--- config.mk ---
export PLATFORM = sky130hd
export DESIGN_NAME = bb_bus_ctrl
export DESIGN_NICKNAME = d
export VERILOG_FILES = /design/src/rtl/bb_bus_ctrl.sv
export SDC_FILE = /design/constraint.sdc
export NUM_CORES = 1
export LEC_CHECK = 0
export CORE_MARGIN = 1.5
export CORE_UTILIZATION = 35
export DETAILED_ROUTE_END_ITERATION = 10
export HOLD_SLACK_MARGIN = 0.08
export PLACE_DENSITY = 0.79
export SLEW_MARGIN = 40
export SYNTH_ARGS = -nofsm -noshare
export SYNTH_HDL_FRONTEND = slang
export SYNTH_SLANG_ARGS = --single-unit
--- constraint.sdc ---
create_clock -name clk -period 5.9 [get_ports clk]
set_clock_uncertainty 0.2 [all_clocks]
set_input_delay 0.885 -clock clk [delete_from_list [all_inputs] [get_ports clk]]
set_output_delay 0.885 -clock clk [all_outputs]
set_load 0.005 [all_outputs]
--- src/rtl/bb_bus_ctrl.sv ---
// rtl/bb_bus_ctrl.sv - address-decoded, ready-handshaked device bus controller for the bb core data port
module bb_bus_ctrl #(
    parameter int DATA_WIDTH = 16,
    parameter int DEV_NUM    = 4,
    parameter int SEL_W      = 2,
    parameter int TIMEOUT    = 15
) (
    input  logic                          clk,
    input  logic                          rst_n,
    input  logic                          i_core_ren,
    input  logic                          i_core_wen,
    input  logic [DATA_WIDTH-1:0]         i_core_addr,
    input  logic [DATA_WIDTH-1:0]         i_core_wdata,
    output logic [DATA_WIDTH-1:0]         o_core_rdata,
    output logic                          o_core_busy,
    output logic                          o_core_done,
    output logic                          o_core_err,
    output logic [DEV_NUM-1:0]            o_dev_oen,
    output logic [DEV_NUM-1:0]            o_dev_ien,
    output logic [DATA_WIDTH-1:0]         o_dev_addr,
    output logic [DATA_WIDTH-1:0]         o_dev_data,
    input  logic [DEV_NUM*DATA_WIDTH-1:0] i_dev_data,
    input  logic [DEV_NUM-1:0]            i_dev_ready
);

    typedef enum logic [1:0] {ST_IDLE, ST_ACCESS, ST_ERR} state_t;

    localparam logic [SEL_W:0] DEV_LIM = (SEL_W + 1)'(DEV_NUM);
    localparam logic [7:0]     TO_LAST = 8'(TIMEOUT - 1);

    state_t                  state, state_next;
    logic [SEL_W-1:0]        req_sel, sel_q;
    logic                    rd_q;
    logic [7:0]              cnt;
    logic [DATA_WIDTH-1:0]   addr_q, wdata_q, rdata_q, rd_mux;
    logic                    done_q;
    logic [DEV_NUM-1:0]      sel_oh;
    logic                    ready_hit, req_any, req_bad;

    assign req_sel = i_core_addr[DATA_WIDTH-1 -: SEL_W];
    assign req_any = i_core_ren | i_core_wen;
    assign req_bad = (i_core_ren & i_core_wen) || ({1'b0, req_sel} >= DEV_LIM);

    // Latched selector drives both the strobe one-hot and the read-data mux.
    always_comb begin
        sel_oh = '0;
        rd_mux = '0;
        for (int k = 0; k < DEV_NUM; k++) begin
            if (sel_q == SEL_W'(k)) begin
                sel_oh[k] = 1'b1;
                rd_mux    = i_dev_data[k*DATA_WIDTH +: DATA_WIDTH];
            end
        end
    end

    assign ready_hit = |(i_dev_ready & sel_oh);

    always_comb begin
        state_next = state;
        case (state)
            ST_IDLE:   if (req_any) state_next = req_bad ? ST_ERR : ST_ACCESS;
            ST_ACCESS: begin
                if (ready_hit)            state_next = ST_IDLE;
                else if (cnt == TO_LAST)  state_next = ST_ERR;
            end
            ST_ERR:    state_next = ST_IDLE;
            default:   state_next = ST_IDLE;
        endcase
    end

    always_ff @(posedge clk) begin
        if (!rst_n) state <= ST_IDLE;
        else        state <= state_next;
    end

    always_ff @(posedge clk) begin
        if (!rst_n) begin
            sel_q   <= '0;
            rd_q    <= 1'b0;
            cnt     <= '0;
            addr_q  <= '0;
            wdata_q <= '0;
            rdata_q <= '0;
            done_q  <= 1'b0;
        end else begin
            done_q <= 1'b0;
            if (state == ST_IDLE && req_any && !req_bad) begin
                sel_q   <= req_sel;
                rd_q    <= i_core_ren;
                addr_q  <= i_core_addr;
                wdata_q <= i_core_wdata;
                cnt     <= '0;
            end
            if (state == ST_ACCESS) begin
                if (ready_hit) begin
                    done_q <= 1'b1;
                    if (rd_q) rdata_q <= rd_mux;
                end else if (cnt != TO_LAST) begin
                    cnt <= cnt + 8'd1;
                end
            end
        end
    end

    assign o_core_rdata = rdata_q;
    assign o_core_busy  = (state == ST_ACCESS);
    assign o_core_done  = done_q;
    assign o_core_err   = (state == ST_ERR);
    assign o_dev_oen    = (o_core_busy &&  rd_q) ? sel_oh : '0;
    assign o_dev_ien    = (o_core_busy && !rd_q) ? sel_oh : '0;
    assign o_dev_addr   = addr_q;
    assign o_dev_data   = wdata_q;

endmodule
Word level (Yosys, flattened, before mapping). Index checks and enable logic that the tools add are counted.

Add/sub/neg operators: 1. Equality and inequality tests: 9. Muxes and demuxes: 20. Bitwise logic cells: 3. Reductions and logical operators: 12.

Operator list (number): $mux W16 (4); $mux W8 (4); $add A8 B1 Y8 const B (1); $eq A8 B4 Y1 const B (1); $mux W2 (4); $mux W4 (2); $ne A8 B4 Y1 const B (1); $eq A2 B2 Y1 const B (3); $mux W1 (5); $and A4 B4 Y4 (1); $eq A2 B1 Y1 const B (2); $logic_and A1 B1 Y1 (4); $logic_not A2 Y1 (2); $pmux W2 S2 (1); $reduce_and A2 Y1 (2); $reduce_or A4 Y1 (1); $ne A3 B1 Y1 const B (1); $reduce_and A3 Y1 (1); $logic_not A1 Y1 (2); $ne A2 B2 Y1 const B (1); $and A1 B1 Y1 (1); $or A1 B1 Y1 (1).

Flip-flop bits (word level): 62. Bits of input ports: 104.

Longest topological paths before layout.
Depth in word-level cells: 7. Gate-level depth with buffers: 6. Depth with buffers taken out: 5.

Least setup slack after synthesis. OpenSTA, ideal clock, no wires.

Path type: input port to flip-flop. From: input i_dev_ready[3]. To: register rdata_q[0], in the netlist o_core_rdata[0]. Arrival time: 1953 ps. Setup slack: 3620 ps. Stages on the path: 5. Path buffers: 1. Path through: mux4_2 -> nand3_2 -> buf_6 -> mux2i_1 -> nor2_1.

Cells in the longest elaborated chain, start to end: 3.

Ends and longest elaborated chain: start, declared (RTL line 23) `input logic [DEV_NUM-1:0] i_dev_ready`; $and A4 B4 Y4 (RTL line 56) `assign ready_hit = |(i_dev_ready & sel_oh);`; $reduce_or A4 Y1 (RTL line 56); $reduce_and A3 Y1 (no source line); end signal, assigned (RTL line 97) `if (rd_q) rdata_q <= rd_mux;`; end, declared (RTL line 35) `logic [DATA_WIDTH-1:0] addr_q, wdata_q, rdata_q, rd_mux;`.

No other way between the ends. A chain may end at the register's enable or synchronous reset.

Worst setup path after layout.
From: register state[0]. To: output o_dev_ien[0].

Cells in the longest elaborated chain, start to end: 3.

Ends and longest elaborated chain: start, declared (RTL line 31) `state_t state, state_next;`; start signal, assigned (RTL line 73) `else state <= state_next;`; $eq A2 B1 Y1 (RTL line 106) `assign o_core_busy = (state == ST_ACCESS);`; $logic_and A1 B1 Y1 (RTL line 110) `assign o_dev_ien = (o_core_busy && !rd_q) ? sel_oh : '0;`; $mux W4 (RTL line 110); end, declared (RTL line 19) `output logic [DEV_NUM-1:0] o_dev_ien,`.

No other way between the ends.

==> flow_summary.yaml <==
placed_design:
  place_congestion: 0.853
  portBuffers: 162
  place_hpwl_um: 6540
grt:
  grt_pass1_wl_um: 13900
  antenna_found_initial: 0
  first_global_vias: 2859
  grt_overflow: 0
  grt_max_degree: 58
  track_usage_pct: 20.7
yosys:
  synth_seq_cells: 60
  synth_area_per_cell_um2: 9.08
  synth_seq_area_share_pct: 42.5
  synth_compound_area_share_pct: 11.6
  synth_xor_area_share_pct: 0.310
  synth_cells: 311
  ys_warn_count: 0
  synth_nets: 417
  synth_top_family_by_area: "simple AND/OR/NAND/NOR gates"
  async_flop_share_pct: 0
  synth_edf_count: 0
  synth.area.mux_share_pct: 20.4
  ys.flop_type: "dfxtp_1"
  synthAdderAreaFrac_pct: 0.886
  synth_area_um2: 2820
  synth-simple-area-share_pct: 20.7
  synth.distinct_cells: 40
cells_and_area:
  final_util_pct: 61.0
  drive_above_1_share_pct: 9.79
  antenna_cells: 0
  layout.nets: 571
  syn_to_final_growth_pct: 67.8
setup_path:
  slowest_delay_ns: 0.56
  worstPathMaxFanout: 7
  crit_type: "flip-flop to primary output"
  slowest_stage: "clkdlybuf4s50_1"
  arrival_ns: 2.13
  cp_cell_sequence: "nor2b_1 > nand2b_1 > nor3_1 > clkdlybuf4s50_1"
  cp.required_ns: 4.82
  cp-start-kind: "flip-flop"
  end_kind: "primary output"
clock_network:
  h-tree-depth: 3
  cts.reportedPaths.clkPinSlew_ns: 0.07
  cts_hold_buf: 0
  ctsLongestPathBuffers: 2
  cts_tree: "built"
  cts_setup_buffers: 0
  cts_buffers: 9
  clkSinkCount: 60
  cts_root_buf: "clkbuf_8"
  clock_latency_ns: 0.32
  cts_resized: 0
sta:
  tightest_slew_ns: 0.607
  slew_viol_final: 0
  rsz0062_at_grt: "no"
  finalSetupTns_ns: 0
  fmax_mhz: 311
  maxSlewHeadroom_pct: 59.5
  min_period_ns: 3.22
  period_share_pct: 54.5
  timing_hold_violations_final: 0
  setup_violations: 0
routing:
  postRouteWirelength_um: 8810
  dr_total_vias: 2810
  dr.pass1.iters: 4
  wl_per_cell_um: 15.4
  viasPerCell: 4.91
  drc_errors: 0
  ant_nets: 0
  first_iter_violations: 164
floorplanning:
  core_um2: 7770
  row_count: 32
  ioPinCount: 163
  initial_utilization_pct: 36.4
  die_w_um: 92.8
  die_h_um: 92.8
  fp.dieArea_um2: 8620
pwr:
  leakagePower_nw: 1.79
  power_density_nw_per_um2: 239
  peakVddDrop_mv: 0.132
status:
  run_status: "finished, final reports clean"
worst_hold_path:
  worstHoldPathType: "flip-flop to flip-flop"
flow_run:
  drv_cap: 0
[Yosys cell counts (2+ instances only)]
library cell  number  share of area, %
nand2_1           77                10
dfxtp_1           60                43
a21oi_1           36               6.4
nor2_1            25               3.3
mux4_2            17                14
mux2i_1           16               5.7
clkbuf_1          13               1.7
o21ai_0            6               1.1
and3_1             4              0.89
buf_1              4              0.53
nor2b_1            4              0.89
nor3_1             4              0.71
o211ai_1           4               1.1
and2_1             3              0.66
buf_2              3              0.53
inv_1              3              0.40
mux2_2             3               1.2
nand2b_1           3              0.66
nand3_1            3              0.53
ha_1               2              0.89
or3_1              2              0.44
[final cells by class]
| type | instances | area [um^2] |
|---|---|---|
| fillers | 694 | 3030 |
| repair buffers | 164 | 1640 |
| multi-input cells | 227 | 1520 |
| flip-flops and latches | 60 | 1200 |
| clock buffers | 13 | 169 |
| well taps | 102 | 128 |
| clock inverters | 3 | 67.6 |
| inverters | 3 | 13.8 |
[worst max-delay path: cells and delay by family (launching register included)]
kind | cells | cell delay (ns)
buffers and inverters | 1 | 0.56
and+or+nand+nor | 3 | 0.81
DFF | 1 | 0.45
[flip-flops by register name (all words and copies together) (netlist names)]
| signal | flops |
|---|---|
| rd_q | 1 |
| sel_q | 2 |
| state | 2 |
| o_core_done | 1 |
| o_core_rdata | 16 |
| o_dev_data | 16 |
| o_dev_addr | 14 |
| cnt | 8 |
[final timing paths]
kind / cells after the start / slack [ns] / end / start
min reg2reg: 2 / 0.25 / o_dev_data[2] / o_dev_data[2]
min: 2 / 0.25 / o_dev_data[2] / o_dev_data[2]
max reg2reg: 5 / 3.51 / o_core_rdata[2] / sel_q[0]
max: 4 / 2.68 / o_dev_ien[0] / state[0]
[where the power goes]
| group | total, W | switching [W] | internal (W) |
|---|---|---|---|
| combinational | 0.000253 | 0.0000984 | 0.000154 |
| clock | 0.000428 | 0.000155 | 0.000273 |
| sequential | 0.000451 | 0.0000210 | 0.000430 |
[kinds of logic (layout without fill, tap and decap cells)]
logic type,after synthesis,in the layout
flops,60,60
xor+xnor,1,1
compound gates,55,55
buf+inv,24,183
mux,36,36
fa+ha+maj,2,2
simple gates,133,133
[cells in the final DEF, fill, tap and decap left out, drive strengths merged, types with 2 or more instances in the layout]
cell type and n:
clkdlybuf4s50 162, nand2 77, dfxtp 60, a21oi 36, nor2 25, mux4 17, mux2i 16, clkbuf 13
o21ai 6, nor2b 4, nor3 4, and3 4, o211ai 4, nand3 4, nand2b 3, mux2 3
inv 3, and2 3, or3 2, ha 2, bufinv 2, buf 2, o22ai 2, a211oi 2
[through the flow]
stage | cell area, um^2 | worst slack, ns | instances | hold WS, ns | power (W)
6_report | 4740 | 2.68 | 572 | 0.252 | 0.00113
3_3_place_gp | 4500 | 2.82 | 556 | 0.241 | 0.000710
3_5_place_dp | 4500 | 2.98 | 556 | 0.247 | 0.000715
5_1_grt | 4740 | 2.49 | 572 | 0.274 | 0.00119
4_1_cts | 4740 | 2.62 | 572 | 0.256 | 0.00115
2_1_floorplan | 2820 | 3.62 | 311 | 0.253 | 0.000570
[routing by layer]
| metal | share of wire (%) | track usage [%] | up-vias |
|---|---|---|---|
| met1 | 41 | 24.1 | 1302 |
| met4 | 1.5 | 8.08 | 0 |
| met3 | 7.6 | 6.08 | 9 |
| met5 | 0 | 0 | - |
| met2 | 50 | 35.5 | 105 |
| li1 | - | - | 1394 |
Power figures use the tool's default switching activity.
